[src/rtl/simon_game_ctrl_pkg.sv]
// -----------------------------------------------------------------------------
// simon_game_ctrl_pkg
// Shared definitions for the Simon game controller:
//   - state_t      : FSM state encoding (also visible on the debug state port)
//   - DEF_*_TICKS  : default on / off / timeout durations in game ticks
//   - max_int      : helper used to size the shared tick timer
//   - speedup_on_ticks : per-round on-time when SIMON_SPEEDUP_EN is defined
// -----------------------------------------------------------------------------
package simon_game_ctrl_pkg;

    typedef enum logic [2:0] {
        ST_FILL     = 3'd0,
        ST_SHOW_ON  = 3'd1,
        ST_SHOW_OFF = 3'd2,
        ST_WAIT     = 3'd3,
        ST_CHECK    = 3'd4,
        ST_ERROR    = 3'd5,
        ST_WIN      = 3'd6
    } state_t;

    localparam int DEF_ON_TICKS      = 8;
    localparam int DEF_OFF_TICKS     = 4;
    localparam int DEF_TIMEOUT_TICKS = 64;

    function automatic int max_int(input int a, input int b);
        return (a > b) ? a : b;
    endfunction

    // On-time shrinks by one tick per round, never below two ticks.
    function automatic int speedup_on_ticks(input int on_ticks, input int round);
        int t;
        t = on_ticks - (round - 1);
        return (t < 2) ? 2 : t;
    endfunction

endpackage

[src/rtl/simon_game_ctrl_if.sv]
// -----------------------------------------------------------------------------
// simon_game_ctrl_if
// Groups every non-clock signal of the Simon controller.
//   master : the controller (drives LFSR step, memory write/read address, LEDs,
//            score and debug state; receives LFSR value, memory data, buttons)
//   slave  : the surrounding system (LFSR, sequence memory, button encoder)
// -----------------------------------------------------------------------------
interface simon_game_ctrl_if #(
    parameter int NUM_COLORS = 4,
    parameter int COLOR_W    = 2,
    parameter int ADDR_W     = 4
);
    logic [COLOR_W-1:0]    rnd_val;
    logic                  rnd_enable;
    logic                  write_en;
    logic [ADDR_W-1:0]     wr_addr;
    logic [COLOR_W-1:0]    wr_data;
    logic [ADDR_W-1:0]     rd_addr;
    logic [COLOR_W-1:0]    rd_data;
    logic                  btn_valid;
    logic [COLOR_W-1:0]    btn_val;
    logic [NUM_COLORS-1:0] led;
    logic                  error_led;
    logic                  win_led;
    logic [ADDR_W:0]       score;
    logic [2:0]            state;

    modport master (
        input  rnd_val, rd_data, btn_valid, btn_val,
        output rnd_enable, write_en, wr_addr, wr_data, rd_addr,
               led, error_led, win_led, score, state
    );

    modport slave (
        output rnd_val, rd_data, btn_valid, btn_val,
        input  rnd_enable, write_en, wr_addr, wr_data, rd_addr,
               led, error_led, win_led, score, state
    );
endinterface

[src/rtl/simon_tick_timer.sv]
// -----------------------------------------------------------------------------
// simon_tick_timer
// Loadable down-counter shared by the on, off and timeout phases.
//   clk_tick   : game tick
//   reset      : asynchronous active-high reset
//   i_load     : first tick of a timed phase; that tick counts as tick 0
//   i_load_val : phase length minus one
//   i_en       : a timed phase is active
//   o_done     : high on the last tick of the phase
// -----------------------------------------------------------------------------
module simon_tick_timer #(
    parameter int W = 7
) (
    input  logic         clk_tick,
    input  logic         reset,
    input  logic         i_load,
    input  logic [W-1:0] i_load_val,
    input  logic         i_en,
    output logic         o_done
);
    logic [W-1:0] r_cnt;

    always_ff @(posedge clk_tick or posedge reset) begin
        if (reset) begin
            r_cnt <= '0;
        end else if (i_load) begin
            // The load tick itself is already one elapsed tick.
            r_cnt <= (i_load_val == '0) ? '0 : i_load_val - W'(1);
        end else if (i_en && r_cnt != '0) begin
            r_cnt <= r_cnt - W'(1);
        end
    end

    assign o_done = i_en & (i_load ? (i_load_val == '0) : (r_cnt == '0));
endmodule

[src/rtl/simon_game_ctrl.sv]
// -----------------------------------------------------------------------------
// simon_game_ctrl
// Simon game controller: fills the sequence memory from the LFSR, plays back
// the current round with a blank gap between steps, checks the player's
// presses with a per-press timeout, keeps score and refills after error/win.
//   clk_tick : game tick clock
//   reset    : asynchronous active-high reset (returns to FILL)
//   bus      : simon_game_ctrl_if.master (LFSR, memory, buttons, LEDs, score,
//              debug state)
// Optional build macro SIMON_SPEEDUP_EN: on-time per round becomes
// max(ON_TICKS-(round-1), 2); otherwise ON_TICKS every round.
// -----------------------------------------------------------------------------
module simon_game_ctrl
    import simon_game_ctrl_pkg::*;
#(
    parameter int NUM_COLORS    = 4,
    parameter int COLOR_W       = 2,
    parameter int MAX_LEN       = 16,
    parameter int ADDR_W        = 4,
    parameter int ON_TICKS      = DEF_ON_TICKS,
    parameter int OFF_TICKS     = DEF_OFF_TICKS,
    parameter int TIMEOUT_TICKS = DEF_TIMEOUT_TICKS
) (
    input  logic              clk_tick,
    input  logic              reset,
    simon_game_ctrl_if.master bus
);
    localparam int TMR_MAX = max_int(max_int(ON_TICKS, 2), max_int(OFF_TICKS, TIMEOUT_TICKS));
    localparam int TMR_W   = $clog2(TMR_MAX + 1);

    state_t              r_state;
    logic [ADDR_W-1:0]   r_fill_idx;
    logic [ADDR_W:0]     r_round;
    logic [ADDR_W-1:0]   r_step;
    logic [ADDR_W-1:0]   r_rd_addr;
    logic [ADDR_W:0]     r_score;
    logic                r_btn_prev;
    logic [COLOR_W-1:0]  r_btn_latch;
    logic                r_tmr_load;
    logic [TMR_W-1:0]    r_tmr_val;

    logic                w_press;
    logic                w_tmr_en;
    logic                w_tmr_done;
    logic                w_fill;
    logic [ADDR_W:0]     w_step_inc;
    logic                w_more_steps;
    logic [TMR_W-1:0]    w_on_first;
    logic [TMR_W-1:0]    w_on_cur;
    logic [TMR_W-1:0]    w_on_next;
    logic [NUM_COLORS-1:0] w_led;

    assign w_press      = bus.btn_valid & ~r_btn_prev;
    assign w_step_inc   = {1'b0, r_step} + (ADDR_W+1)'(1);
    assign w_more_steps = (w_step_inc < r_round);
    assign w_tmr_en     = (r_state == ST_SHOW_ON) || (r_state == ST_SHOW_OFF) || (r_state == ST_WAIT);

`ifdef SIMON_SPEEDUP_EN
    assign w_on_first = TMR_W'(speedup_on_ticks(ON_TICKS, 1) - 1);
    assign w_on_cur   = TMR_W'(speedup_on_ticks(ON_TICKS, int'(r_round)) - 1);
    assign w_on_next  = TMR_W'(speedup_on_ticks(ON_TICKS, int'(r_round) + 1) - 1);
`else
    assign w_on_first = TMR_W'(ON_TICKS - 1);
    assign w_on_cur   = TMR_W'(ON_TICKS - 1);
    assign w_on_next  = TMR_W'(ON_TICKS - 1);
`endif

    simon_tick_timer #(.W(TMR_W)) u_timer (
        .clk_tick   (clk_tick),
        .reset      (reset),
        .i_load     (r_tmr_load),
        .i_load_val (r_tmr_val),
        .i_en       (w_tmr_en),
        .o_done     (w_tmr_done)
    );

    always_ff @(posedge clk_tick or posedge reset) begin
        if (reset) begin
            r_state     <= ST_FILL;
            r_fill_idx  <= '0;
            r_round     <= '0;
            r_step      <= '0;
            r_rd_addr   <= '0;
            r_score     <= '0;
            r_btn_prev  <= 1'b0;
            r_btn_latch <= '0;
            r_tmr_load  <= 1'b0;
            r_tmr_val   <= '0;
        end else begin
            r_btn_prev <= bus.btn_valid;
            r_tmr_load <= 1'b0;
            case (r_state)
                ST_FILL: begin
                    if (r_fill_idx == ADDR_W'(MAX_LEN - 1)) begin
                        r_round    <= (ADDR_W+1)'(1);
                        r_step     <= '0;
                        r_rd_addr  <= '0;
                        r_tmr_load <= 1'b1;
                        r_tmr_val  <= w_on_first;
                        r_state    <= ST_SHOW_ON;
                    end else begin
                        r_fill_idx <= r_fill_idx + ADDR_W'(1);
                    end
                end
                ST_SHOW_ON: begin
                    if (w_tmr_done) begin
                        r_tmr_load <= 1'b1;
                        r_tmr_val  <= TMR_W'(OFF_TICKS - 1);
                        r_state    <= ST_SHOW_OFF;
                    end
                end
                ST_SHOW_OFF: begin
                    if (w_tmr_done) begin
                        r_tmr_load <= 1'b1;
                        if (w_more_steps) begin
                            r_step    <= w_step_inc[ADDR_W-1:0];
                            r_rd_addr <= w_step_inc[ADDR_W-1:0];
                            r_tmr_val <= w_on_cur;
                            r_state   <= ST_SHOW_ON;
                        end else begin
                            r_step    <= '0;
                            r_rd_addr <= '0;
                            r_tmr_val <= TMR_W'(TIMEOUT_TICKS - 1);
                            r_state   <= ST_WAIT;
                        end
                    end
                end
                ST_WAIT: begin
                    // A press on the timeout tick wins over the timeout.
                    if (w_press) begin
                        r_btn_latch <= bus.btn_val;
                        r_state     <= ST_CHECK;
                    end else if (w_tmr_done) begin
                        r_state <= ST_ERROR;
                    end
                end
                ST_CHECK: begin
                    if (r_btn_latch != bus.rd_data) begin
                        r_state <= ST_ERROR;
                    end else if (w_more_steps) begin
                        r_step     <= w_step_inc[ADDR_W-1:0];
                        r_rd_addr  <= w_step_inc[ADDR_W-1:0];
                        r_tmr_load <= 1'b1;
                        r_tmr_val  <= TMR_W'(TIMEOUT_TICKS - 1);
                        r_state    <= ST_WAIT;
                    end else begin
                        if (r_score < (ADDR_W+1)'(MAX_LEN))
                            r_score <= r_score + (ADDR_W+1)'(1);
                        if (r_round == (ADDR_W+1)'(MAX_LEN)) begin
                            r_state <= ST_WIN;
                        end else begin
                            r_round    <= r_round + (ADDR_W+1)'(1);
                            r_step     <= '0;
                            r_rd_addr  <= '0;
                            r_tmr_load <= 1'b1;
                            r_tmr_val  <= w_on_next;
                            r_state    <= ST_SHOW_ON;
                        end
                    end
                end
                ST_ERROR, ST_WIN: begin
                    if (w_press) begin
                        r_score    <= '0;
                        r_fill_idx <= '0;
                        r_state    <= ST_FILL;
                    end
                end
                default: r_state <= ST_FILL;
            endcase
        end
    end

    // LED per colour: lit only for an in-range colour during SHOW_ON.
    generate
        for (genvar gi = 0; gi < NUM_COLORS; gi++) begin : g_led
            assign w_led[gi] = (r_state == ST_SHOW_ON) && (bus.rd_data == COLOR_W'(gi));
        end
    endgenerate

    // Fill strobes are gated by reset so every output reads 0 while it is held.
    assign w_fill         = (r_state == ST_FILL) & ~reset;
    assign bus.write_en   = w_fill;
    assign bus.rnd_enable = w_fill;
    assign bus.wr_addr    = w_fill ? r_fill_idx : '0;
    assign bus.wr_data    = w_fill ? bus.rnd_val : '0;
    assign bus.rd_addr    = r_rd_addr;
    assign bus.led        = w_led;
    assign bus.error_led  = (r_state == ST_ERROR);
    assign bus.win_led    = (r_state == ST_WIN);
    assign bus.score      = r_score;
    assign bus.state      = r_state;
endmodule

[src/flat_wrapper.sv]
// flat-port wrapper written by rule: the top's interface ports become plain ports
module simon_game_ctrl_flat import simon_game_ctrl_pkg::*;
#(
    parameter int NUM_COLORS    = 4,
    parameter int COLOR_W       = 2,
    parameter int MAX_LEN       = 16,
    parameter int ADDR_W        = 4,
    parameter int ON_TICKS      = DEF_ON_TICKS,
    parameter int OFF_TICKS     = DEF_OFF_TICKS,
    parameter int TIMEOUT_TICKS = DEF_TIMEOUT_TICKS
)
  (clk_tick, reset, bus_rnd_val, bus_rd_data, bus_btn_valid, bus_btn_val, bus_rnd_enable, bus_write_en, bus_wr_addr, bus_wr_data, bus_rd_addr, bus_led, bus_error_led, bus_win_led, bus_score, bus_state);
  simon_game_ctrl_if #(.NUM_COLORS(NUM_COLORS), .COLOR_W(COLOR_W), .ADDR_W(ADDR_W)) bus_i ();
  input  logic clk_tick;
  input  logic reset;
  input wire logic [$bits(bus_i.rnd_val)-1:0] bus_rnd_val;
  input wire logic [$bits(bus_i.rd_data)-1:0] bus_rd_data;
  input wire logic [$bits(bus_i.btn_valid)-1:0] bus_btn_valid;
  input wire logic [$bits(bus_i.btn_val)-1:0] bus_btn_val;
  output wire logic [$bits(bus_i.rnd_enable)-1:0] bus_rnd_enable;
  output wire logic [$bits(bus_i.write_en)-1:0] bus_write_en;
  output wire logic [$bits(bus_i.wr_addr)-1:0] bus_wr_addr;
  output wire logic [$bits(bus_i.wr_data)-1:0] bus_wr_data;
  output wire logic [$bits(bus_i.rd_addr)-1:0] bus_rd_addr;
  output wire logic [$bits(bus_i.led)-1:0] bus_led;
  output wire logic [$bits(bus_i.error_led)-1:0] bus_error_led;
  output wire logic [$bits(bus_i.win_led)-1:0] bus_win_led;
  output wire logic [$bits(bus_i.score)-1:0] bus_score;
  output wire logic [$bits(bus_i.state)-1:0] bus_state;
  assign bus_i.rnd_val = bus_rnd_val;
  assign bus_i.rd_data = bus_rd_data;
  assign bus_i.btn_valid = bus_btn_valid;
  assign bus_i.btn_val = bus_btn_val;
  assign bus_rnd_enable = bus_i.rnd_enable;
  assign bus_write_en = bus_i.write_en;
  assign bus_wr_addr = bus_i.wr_addr;
  assign bus_wr_data = bus_i.wr_data;
  assign bus_rd_addr = bus_i.rd_addr;
  assign bus_led = bus_i.led;
  assign bus_error_led = bus_i.error_led;
  assign bus_win_led = bus_i.win_led;
  assign bus_score = bus_i.score;
  assign bus_state = bus_i.state;
  simon_game_ctrl #(.NUM_COLORS(NUM_COLORS), .COLOR_W(COLOR_W), .MAX_LEN(MAX_LEN), .ADDR_W(ADDR_W), .ON_TICKS(ON_TICKS), .OFF_TICKS(OFF_TICKS), .TIMEOUT_TICKS(TIMEOUT_TICKS)) u_core (.clk_tick(clk_tick), .reset(reset), .bus(bus_i));
endmodule
[config.mk]
export PLATFORM = sky130hd
export DESIGN_NAME = simon_game_ctrl_flat
export DESIGN_NICKNAME = d
export VERILOG_FILES = /design/src/rtl/simon_game_ctrl_pkg.sv /design/src/rtl/simon_game_ctrl_if.sv /design/src/rtl/simon_tick_timer.sv /design/src/rtl/simon_game_ctrl.sv /design/src/flat_wrapper.sv
export SDC_FILE = /design/constraint.sdc
export NUM_CORES = 1
export LEC_CHECK = 0
export CAP_MARGIN = 20
export CORE_UTILIZATION = 30
export DETAILED_ROUTE_END_ITERATION = 7
export PLACE_DENSITY = 0.52
export SLEW_MARGIN = 0
export SYNTH_ARGS = -nofsm -noshare
export SYNTH_HDL_FRONTEND = slang
export SYNTH_HIERARCHICAL = 1
export SYNTH_SLANG_ARGS = --single-unit
[constraint.sdc]
create_clock -name clk_tick -period 5.3 [get_ports clk_tick]
set_input_delay 0.53 -clock clk_tick [delete_from_list [all_inputs] [get_ports clk_tick]]
set_output_delay 0.53 -clock clk_tick [all_outputs]
set_load 0.01 [all_outputs]
==> impl_metrics.prom <==
# TYPE chip_impl_metric gauge
chip_impl_metric{name="dieWidth",unit="um"} 90.8
chip_impl_metric{name="area_occupied_by_multi_input_gates",unit="um^2"} 1400
chip_impl_info{name="synthFlopType",value="sky130_fd_sc_hd__dfrtp_1"} 1
chip_impl_metric{name="place.detailed.hpwl",unit="mm"} 3.87
chip_impl_metric{name="critical_path_buf_inv_count",unit=""} 1
chip_impl_info{name="yosysMostFrequentCell",value="sky130_fd_sc_hd__dfrtp_1"} 1
chip_impl_metric{name="detail_route.vias_per_cell",unit=""} 4.88
chip_impl_metric{name="final_cells",unit=""} 396
chip_impl_metric{name="grt.total_usage",unit="%"} 13.5
chip_impl_metric{name="p_leak",unit="nW"} 1.22
chip_impl_info{name="netlist_top_cells_count",value="35 x sky130_fd_sc_hd__dfrtp_1, 30 x sky130_fd_sc_hd__nor2_1, 18 x sky130_fd_sc_hd__nand2_1, 16 x sky130_fd_sc_hd__inv_1, 12 x sky130_fd_sc_hd__ha_1"} 1
chip_impl_metric{name="number_of_buffers_inserted_during_clock_tree_synthesis",unit=""} 5
chip_impl_metric{name="detail-route-antenna-nets",unit=""} 0
chip_impl_metric{name="remaining_drc_errors",unit=""} 0
chip_impl_metric{name="postCtsHoldBufs",unit=""} 0
chip_impl_info{name="outcome",value="finished clean"} 1
chip_impl_info{name="global_route.peak_usage_layer",value="met2"} 1
chip_impl_metric{name="clock-skew-final",unit="ns"} 0.00921
chip_impl_info{name="critical_path.cell_chain",value="inv_1 -> ha_1 -> or3b_4 -> or4_4 -> mux2_4 -> nor2b_2 -> nor2b_1 -> nor2_1 -> a31oi_1 -> mux2_2"} 1
chip_impl_metric{name="synth_enable_flop_cells",unit=""} 0
chip_impl_metric{name="cap_violations",unit=""} 0
chip_impl_metric{name="nFillCells",unit=""} 802
chip_impl_metric{name="total_detailed_routing_wirelength",unit="mm"} 5.09
chip_impl_metric{name="post_synth_inst_count",unit=""} 256
chip_impl_metric{name="stdcell_area",unit="um^2"} 2900
chip_impl_metric{name="placeableCoreArea",unit="um^2"} 7690
chip_impl_metric{name="final_layout_size_suffix_gt1_share",unit="%"} 12.2
chip_impl_metric{name="grt_use_met1",unit="%"} 17.9
chip_impl_metric{name="cts_max_path_buffers",unit=""} 2
chip_impl_metric{name="numClockSinks",unit=""} 35
chip_impl_metric{name="first_global_vias",unit=""} 1838
chip_impl_info{name="cpLargestDelayFamily",value="simple AND/OR/NAND/NOR gates"} 1
chip_impl_info{name="synth_area_leader_cell",value="sky130_fd_sc_hd__dfrtp_1"} 1
chip_impl_metric{name="timing.max_slew.rel_slack",unit="%"} 62.6
chip_impl_metric{name="register_area",unit="um^2"} 876
chip_impl_metric{name="syn_area_per_cell",unit="um^2"} 9.24
chip_impl_metric{name="num_vias",unit=""} 1931
chip_impl_metric{name="hold_slack",unit="ns"} 0.527
chip_impl_metric{name="clock_insertion_delay_worst_skew",unit="ns"} 0.29
chip_impl_metric{name="drt-pass1-iter-count",unit=""} 4
chip_impl_metric{name="final.period_utilization",unit="%"} 58.6
chip_impl_metric{name="ys_seq_area_share",unit="%"} 37.0
chip_impl_metric{name="synthToLayoutAreaGrowth",unit="%"} 22.7
chip_impl_metric{name="dieArea",unit="um^2"} 8250
chip_impl_metric{name="setup_total_negative_slack",unit="ns"} 0
chip_impl_metric{name="critical_path.max_stage_delay",unit="ns"} 0.44
chip_impl_metric{name="achievable-frequency",unit="MHz"} 322
chip_impl_metric{name="floorplan.rows",unit=""} 32
chip_impl_metric{name="worstMarginPinSlew",unit="ns"} 0.557
chip_impl_metric{name="synth_async_sr_flop_share",unit="%"} 100
chip_impl_metric{name="layout.nets",unit=""} 314
chip_impl_metric{name="global_route.usage.met3",unit="%"} 2.78
chip_impl_metric{name="drv_slew",unit=""} 0
chip_impl_metric{name="grt_pass1_wl",unit="mm"} 8.84
chip_impl_metric{name="cp_data_required_time",unit="ns"} 5.48
chip_impl_metric{name="synth_seq_cells",unit=""} 35
chip_impl_info{name="end_kind",value="register"} 1
chip_impl_metric{name="initial_utilization",unit="%"} 30.8
chip_impl_metric{name="finalSetupViolCount",unit=""} 0
chip_impl_metric{name="cts.htree.levels",unit=""} 2
chip_impl_metric{name="globalRouteOverflowTotal",unit=""} 0
chip_impl_metric{name="yosysTopAreaCellShare",unit="%"} 37.0
chip_impl_info{name="cp-start-kind",value="register"} 1
chip_impl_metric{name="post_synth_instance_area",unit="um^2"} 2370
chip_impl_metric{name="worst_setup_hold_path_clk_slew",unit="ns"} 0.08
chip_impl_metric{name="top_level_ports",unit=""} 35
chip_impl_metric{name="cp.arrival",unit="ns"} 3.29
chip_impl_metric{name="num_antenna_cells",unit=""} 0
chip_impl_metric{name="placed_cells",unit=""} 388
chip_impl_info{name="crit_type",value="reg -> reg"} 1
chip_impl_metric{name="ys.warnings.count",unit=""} 6
chip_impl_metric{name="dieHeight",unit="um"} 90.8
chip_impl_metric{name="postCtsSetupRepairBufs",unit=""} 0
chip_impl_metric{name="timing_hold_violations_final",unit=""} 0
chip_impl_info{name="crit_path_top_delay_cell",value="sky130_fd_sc_hd__dfrtp_1"} 1
chip_impl_metric{name="antenna_found_initial",unit=""} 0
chip_impl_metric{name="timing.final.crit_period",unit="ns"} 3.10
chip_impl_metric{name="synth.lib_cells_used.distinct",unit=""} 67
chip_impl_info{name="ys_top_cells_by_area",value="sky130_fd_sc_hd__dfrtp_1 37%, sky130_fd_sc_hd__ha_1 6.3%, sky130_fd_sc_hd__nor2_1 4.8%, sky130_fd_sc_hd__xnor2_1 4.1%, sky130_fd_sc_hd__nand2_1 2.9%"} 1
chip_impl_metric{name="first_iter_violations",unit=""} 77
chip_impl_metric{name="grt_max_degree",unit=""} 29
chip_impl_metric{name="cts_resized",unit=""} 0
chip_impl_metric{name="vdd.ir_drop.worst",unit="mV"} 0.134
chip_impl_metric{name="path_max_fanout",unit=""} 8
chip_impl_metric{name="post_drt_wl_per_cell",unit="um"} 12.8
chip_impl_info{name="clock_tree_from_tritoncts",value="done"} 1
chip_impl_metric{name="globalplace.congestion",unit=""} 0.779
chip_impl_info{name="root_buffer",value="sky130_fd_sc_hd__clkbuf_8"} 1
chip_impl_info{name="holdCritPathClass",value="in -> async"} 1
chip_impl_metric{name="grtUsageMet2",unit="%"} 22.0
chip_impl_metric{name="cellPowerDensity",unit="nW/um^2"} 442
chip_impl_metric{name="area_of_placed_instances",unit="um^2"} 2820
chip_impl_info{name="rsz0062_at_grt",value="no"} 1
chip_impl_metric{name="report.power.total",unit="mW"} 1.28
chip_impl_metric{name="port-buffer-count",unit=""} 34
-- power breakdown --
part | switching (mW) | internal (mW)
logic | 0.317 | 0.303
registers | 0.117 | 0.353
clock network | 0.103 | 0.0914
-- state kept, by name (all words and copies together) (netlist names) --
signal	flops
u_core/u_timer/r_cnt	7
u_core/bus.score	5
u_core/r_round	5
u_core/bus.rd_addr	4
u_core/r_fill_idx	4
u_core/bus.state	3
u_core/r_tmr_val	3
u_core/r_btn_latch	2
u_core/r_btn_prev	1
u_core/r_tmr_load	1
-- worst register-to-register path: cells and delay by family (launching register included) --
kind,cells,cell delay [ns]
flops,1,0.44
fa+ha+maj,1,0.17
buf+inv,1,0.08
simple gates,5,1.38
compound gates,1,0.30
mux,2,0.65
-- cell type report --
type,count,share of cell area [%]
multi-input combinational,200,48.3
sequential,35,30.2
timing repair buffer,35,12.0
tap,102,4.39
clock buffer,5,2.37
inverter,16,2.07
clock inverter,3,0.689
-- worst paths after layout --
check / startpoint / slack [ns] / end / depth (start not counted)
worst max-delay path: u_core/r_tmr_val[1] / 2.20 / u_core/bus.state[2] / 10
worst min-delay path: reset / 0.53 / u_core/u_timer/r_cnt[6] / 2
worst max register to register: u_core/r_tmr_val[1] / 2.20 / u_core/bus.state[2] / 10
worst min register to register: u_core/r_round[1] / 0.54 / u_core/r_round[1] / 1
max in group asynchronous: reset / 4.36 / u_core/r_tmr_load / 3
min in group clk_tick: u_core/r_round[1] / 0.54 / u_core/r_round[1] / 1
-- cell usage in the layout (no fill, tap or decap), types with 9 or more instances in the layout --
cell type,instances
sky130_fd_sc_hd__xnor2_1,11
sky130_fd_sc_hd__nand2_1,18
sky130_fd_sc_hd__nand3_1,9
sky130_fd_sc_hd__o21ai_0,9
sky130_fd_sc_hd__nor2_1,30
sky130_fd_sc_hd__dfrtp_1,35
sky130_fd_sc_hd__clkdlybuf4s50_1,34
sky130_fd_sc_hd__ha_1,12
sky130_fd_sc_hd__and2_1,9
sky130_fd_sc_hd__inv_1,16
-- kinds of logic after synthesis --
kind of cell | Yosys count | synth area share [%]
AO/OA/AOI/OAI | 50 | 15.5
XOR/XNOR | 16 | 5.92
adder cells (fa/ha/maj) | 12 | 6.35
buffers and inverters | 22 | 3.81
flip-flops | 35 | 37.0
multiplexers | 10 | 4.76
other | 1 | 0.158
AND/OR/NAND/NOR | 110 | 26.5
-- per-stage QoR --
step                      setup slack (ns)  util, %
after floorplan                       2.42        -
after global placement                2.28     36.6
after detailed placement              2.23     36.6
after CTS                             2.23     37.8
after global routing                  1.96     37.8
final                                 2.20     37.8
-- metal layers --
layer / routed length, um / up-vias
li1: - / 987
met1: 2410 / 900
met2: 2420 / 38
met3: 185 / 6
met4: 70 / 0
met5: 0 / -
(Power assumes the default switching activity.)
==> variant 1: new RTL, config.mk and constraints unchanged <==
Make the reset (`reset`) synchronous in 2 clocked blocks. Comments in the files are not updated.
--- a/src/rtl/simon_tick_timer.sv
+++ b/src/rtl/simon_tick_timer.sv
@@ -21,5 +21,5 @@
     logic [W-1:0] r_cnt;
 
-    always_ff @(posedge clk_tick or posedge reset) begin
+    always_ff @(posedge clk_tick) begin
         if (reset) begin
             r_cnt <= '0;
--- a/src/rtl/simon_game_ctrl.sv
+++ b/src/rtl/simon_game_ctrl.sv
@@ -75,5 +75,5 @@
     );
 
-    always_ff @(posedge clk_tick or posedge reset) begin
+    always_ff @(posedge clk_tick) begin
         if (reset) begin
             r_state     <= ST_FILL;
Behaviour: no difference found for any inputs over 10 cycles, from zero or initial values and one cycle with reset high; that may be too few to reach the edited logic, so the function may still have changed.
==> variant 1 against the unedited design <==
- utilization is 0.58 points higher
- final area is 2.7% lower
- wire length is 2.1% higher
- sequential cell count stayed put
- area after synthesis is 1.6% lower
- setup slack better by 0.15 ns
- highest routed layer unchanged
- synthesized cell count is 11% higher
Power is not compared: it rests on default switching activity, and its combinational part moved more than twofold at a synthesized area within 25%.
==> variant 1: results (changes against the unedited design) <==
status complete, no violations (unchanged); Post-Synth Adder-Cell Area 0.06452 (was 0.06346); setup ws final 2.343 ns (was 2.196 ns); most frequent cells after synthesis dfxtp_1, nor2_1, nand2_1, a21oi_1 (was dfrtp_1, nor2_1, nand2_1, inv_1, ha_1); crit path max fanout 31 (was 8); Most used DFF post-synth dfxtp_1 (was dfrtp_1); Worst path max stage delay 0.53 ns (was 0.44 ns); largest net degree at the start of global routing 32 (was 29); gr usage total 0.1315 (was 0.1352); Synth Area in Compound Gates 0.1661 (was 0.1549); Reg2Reg Setup Slack 2.49 ns (was 2.20 ns); Fill cells 795 (was 802); main area contributors after synthesis dfxtp_1, ha_1, nor2_1, xnor2_1, a21oi_1 (was dfrtp_1, ha_1, nor2_1, xnor2_1, nand2_1); post-cts sizing count 0 (unchanged); Final Net Count 337 (was 314); first-pass GRT wire length 8901 um (was 8838 um); initial antenna violation count 0 (unchanged); Initial DRC Count 108 (was 77); Seq/Total Area, Yosys 0.3011 (was 0.3702); worst slack at placement 2.294 ns (was 2.226 ns); FF-to-FF Start u_core/bus.rd_addr[0]$_SDFFE_PP0P_ (was u_core/r_tmr_val[1]$_DFFE_PP0P_); post-synthesis mux area share 0.04032 (was 0.04759); Netlist cell types 63 (was 67); DP HPWL 3922 um (was 3871 um); RR Endpoint u_core/bus.rd_addr[2]$_SDFFE_PP0P_ (was u_core/bus.state[2]$_DFFE_PP0P_); PwrDens between 150 and 200 mW/mm2; clk_skew 0.008214 ns (was 0.009210 ns); final WL 5193 um (was 5088 um); worst path arrival time 2.43 ns (was 3.29 ns); Slew HR 0.5549 (was 0.6258); Max Cap Violations 0 (unchanged); CP Launch Point reset (was u_core/r_tmr_val[1]$_DFFE_PP0P_); number of global-route vias before repair 1922 (was 1838); Synth Area in XOR/XNOR 0.07151 (was 0.05923); slowest CP cell clkdlybuf4s50_1 (was dfrtp_1); FFs w/ async S/R, synth 0 (was 1.000); Reg2Reg Depth 9 (was 10); via count 2062 (was 1931); gpl congestion 0.7815 (was 0.7790); share of cells above drive strength 1 0.07571 (was 0.1224); Post-CTS Setup Inserts 0 (unchanged); H-tree levels 2 (unchanged); Hold Path Class flip-flop to flip-flop (was input port to asynchronous set/reset pin); CP Capture Point bus_wr_data[0] (was u_core/bus.state[2]$_DFFE_PP0P_)
==> variant 1: cell count changes after synthesis, sizes merged, moves of 4 or more <==
cell    delta
a21oi     +14
clkbuf     +4
nor3       +9
dfxtp     +35
xor2       +4
mux2       -4
dfrtp     -35
or3        +4
nor3b      +4
==> variant 1: cell type report <==
class	count	area [um2]	area share
clock buffer	7	76.32	0.02700
clock inverter	1	5.005	0.001771
inverter	14	52.55	0.01859
multi-input combinational	225	1520	0.5378
sequential	35	700.7	0.2479
tap	99	123.9	0.04382
timing repair buffer	35	347.8	0.1231
==> variant 1: through the flow <==
| stage | hold WS, ns | area, um2 | cells |
|---|---|---|---|
| after floorplan | 0.4791 | 2331 | 286 |
| after global placement | 0.5031 | 2745 | 408 |
| after detailed placement | 0.5079 | 2745 | 408 |
| after CTS | 0.5217 | 2826 | 416 |
| after global routing | 0.5280 | 2826 | 416 |
| final | 0.5132 | 2826 | 416 |
==> variant 1: cells by family (layout without fill, tap and decap cells) <==
group	count (synthesis)	in the layout
AOI/OAI and AO/OA	58	58
xor gates and xnor gates	19	19
adders and majority gates	12	12
buffers and inverters	26	57
DFF	35	35
muxes	9	9
other	1	2
and+or+nand+nor	125	125
==> variant 1: routing by layer <==
| layer | GRT usage | vias up | wire length (um) |
|---|---|---|---|
| met5 | 0 | - | 0 |
| met4 | 0.03495 | 0 | 24 |
| met2 | 0.2125 | 34 | 2412 |
| met1 | 0.1740 | 955 | 2581 |
| met3 | 0.03215 | 2 | 174 |
| li1 | - | 1071 | - |
==> variant 1: critical path, delay by kind of cell <==
kind | cells | cell delay, ns
buf+inv | 3 | 1.17
simple gates | 2 | 0.72
==> variant 2: new RTL, config.mk and constraints unchanged <==
Without the edit above. Set the package constant `DEF_TIMEOUT_TICKS` to 128 (it was 64).
--- a/src/rtl/simon_game_ctrl_pkg.sv
+++ b/src/rtl/simon_game_ctrl_pkg.sv
@@ -21,5 +21,5 @@
     localparam int DEF_ON_TICKS      = 8;
     localparam int DEF_OFF_TICKS     = 4;
-    localparam int DEF_TIMEOUT_TICKS = 64;
+    localparam int DEF_TIMEOUT_TICKS = 128;
 
     function automatic int max_int(input int a, input int b);
Behaviour: same outputs for any inputs over 10 cycles, from zero or initial values and one cycle with reset high; that may be too few to reach the edited logic, so the function may still have changed.
==> variant 2 against the unedited design <==
- non-clock buffer count up 1
- global-route usage up 0.58 points
- wire length up 14%
- clock skew down 0.0047 ns
- area after synthesis up 9.6%
- critical path depth down 6
- sequential cell count up 1
- first-iteration DRC count up 22%
- setup slack better by 0.14 ns
- clock power up 5%
- total power up 17%
- via count up 11%
- final area up 7.8%
- critical path type is now input port to primary output
==> variant 2: results (changes against the unedited design) <==
leakage dissipation 0.001320 uW (was 0.001220 uW); Slew HR 0.3126 (was 0.6258); crit path max fanout 24 (was 8); initial antenna violation count 0 (unchanged); DP HPWL 4423 um (was 3871 um); main area contributors after synthesis dfrtp_1, ha_1, mux2i_1, nand2_1, inv_1 (was dfrtp_1, ha_1, nor2_1, xnor2_1, nand2_1); Hold Path Class flip-flop to flip-flop (was input port to asynchronous set/reset pin); vias per cell 5.090 (was 4.876); Hold Slack 0.5331 ns (was 0.5270 ns); Seq/Total Area, Yosys 0.3473 (was 0.3702); post-synthesis cell count 280 (was 256); I/O Buffers 34 (unchanged); via count 2153 (was 1931); status complete, no violations (unchanged); worst path arrival time 2.43 ns (was 3.29 ns); Netlist cell types 69 (was 67); share of cells above drive strength 1 0.09748 (was 0.1224); gpl congestion 0.7597 (was 0.7790); Reg2Reg Setup Slack 2.49 ns (was 2.20 ns); Largest register FFs 8 (was 7); number of global-route vias before repair 2047 (was 1838); most frequent cells after synthesis dfrtp_1, nand2_1, inv_1, nor2_1, ha_1 (was dfrtp_1, nor2_1, nand2_1, inv_1, ha_1); Initial DRC Count 94 (was 77); clk_skew 0.004497 ns (was 0.009210 ns); Peak VDD IR 184.7 uV (was 134.4 uV); Final Net Count 339 (was 314); Inst Count DP 415 (was 388); Detailed Routing Iterations Pass 1 5 (was 4); largest net degree at the start of global routing 25 (was 29); Crit path max-delay family buffers and inverters (was simple AND/OR/NAND/NOR gates); Yosys warnings 6 (unchanged); Fill cells 824 (was 802); first-pass GRT wire length 9942 um (was 8838 um); slowest CP cell inv_1 (was dfrtp_1)
==> variant 2: worst register-to-register path: stages, from the launching register on <==
cell,delay (ns)
dfrtp_1,0.56
or4_4,0.65
o31ai_4,0.34
o211a_1,0.27
nand2b_1,0.09
a21oi_1,0.14
nand2_1,0.12
a21oi_2,0.33
mux2i_1,0.23
==> variant 2: area by class of cell <==
type	instances	area [um2]	share of cell area
multi-input combinational	218	1579	0.5042
sequential	36	900.9	0.2877
timing repair buffer	36	355.3	0.1135
tap	105	131.4	0.04195
clock buffer	8	90.09	0.02877
inverter	20	75.07	0.02397
==> variant 2: cell families (layout without fill, tap and decap cells) <==
logic type	after synthesis	after routing	share of synthesized area
AOI/OAI and AO/OA	62	62	0.1915
buffers and inverters	28	64	0.04679
other	1	3	0.001446
DFF	36	36	0.3473
muxes	15	15	0.05934
and+or+nand+nor	112	112	0.2470
adders and majority gates	13	13	0.06271
xor gates and xnor gates	13	13	0.04390
==> variant 2: layer usage <==
metal | routed length [um] | GRT usage
met5 | 0 | 0
met4 | 44 | 0.03788
met3 | 257 | 0.02899
met2 | 2754 | 0.2278
met1 | 2742 | 0.1904
==> variant 2: metrics by stage <==
stage	worst slack [ns]	total power [uW]	instance area, um2
2_1_floorplan	2.760	1079	2601
3_3_place_gp	2.258	1304	3042
3_5_place_dp	2.264	1307	3042
4_1_cts	2.260	1519	3132
5_1_grt	2.142	1650	3132
6_report	2.338	1504	3132
==> variant 2: power breakdown <==
| part | leakage, uW | internal [uW] | switching (uW) | total [uW] |
|---|---|---|---|---|
| Clock | 0.0000455 | 106 | 97.1 | 203 |
| Sequential | 0.000445 | 379 | 162 | 541 |
| Combinational | 0.000830 | 372 | 387 | 759 |
==> variant 2: path summary, 6_finish.rpt <==
check,endpoint,depth (start not counted),from
setup / recovery,bus_wr_data[1],4,reset
hold / removal,u_core/r_btn_latch[1]$_DFFE_PP0P_,1,u_core/r_btn_latch[1]$_DFFE_PP0P_
setup reg to reg,u_core/bus.rd_addr[0]$_DFFE_PP0P_,8,u_core/r_tmr_val[5]$_DFFE_PP0P_
hold reg to reg,u_core/r_btn_latch[1]$_DFFE_PP0P_,1,u_core/r_btn_latch[1]$_DFFE_PP0P_
max in group asynchronous,u_core/r_round[2]$_DFFE_PP0P_,3,reset
min in group asynchronous,u_core/u_timer/r_cnt[4]$_DFFE_PP0P_,2,reset
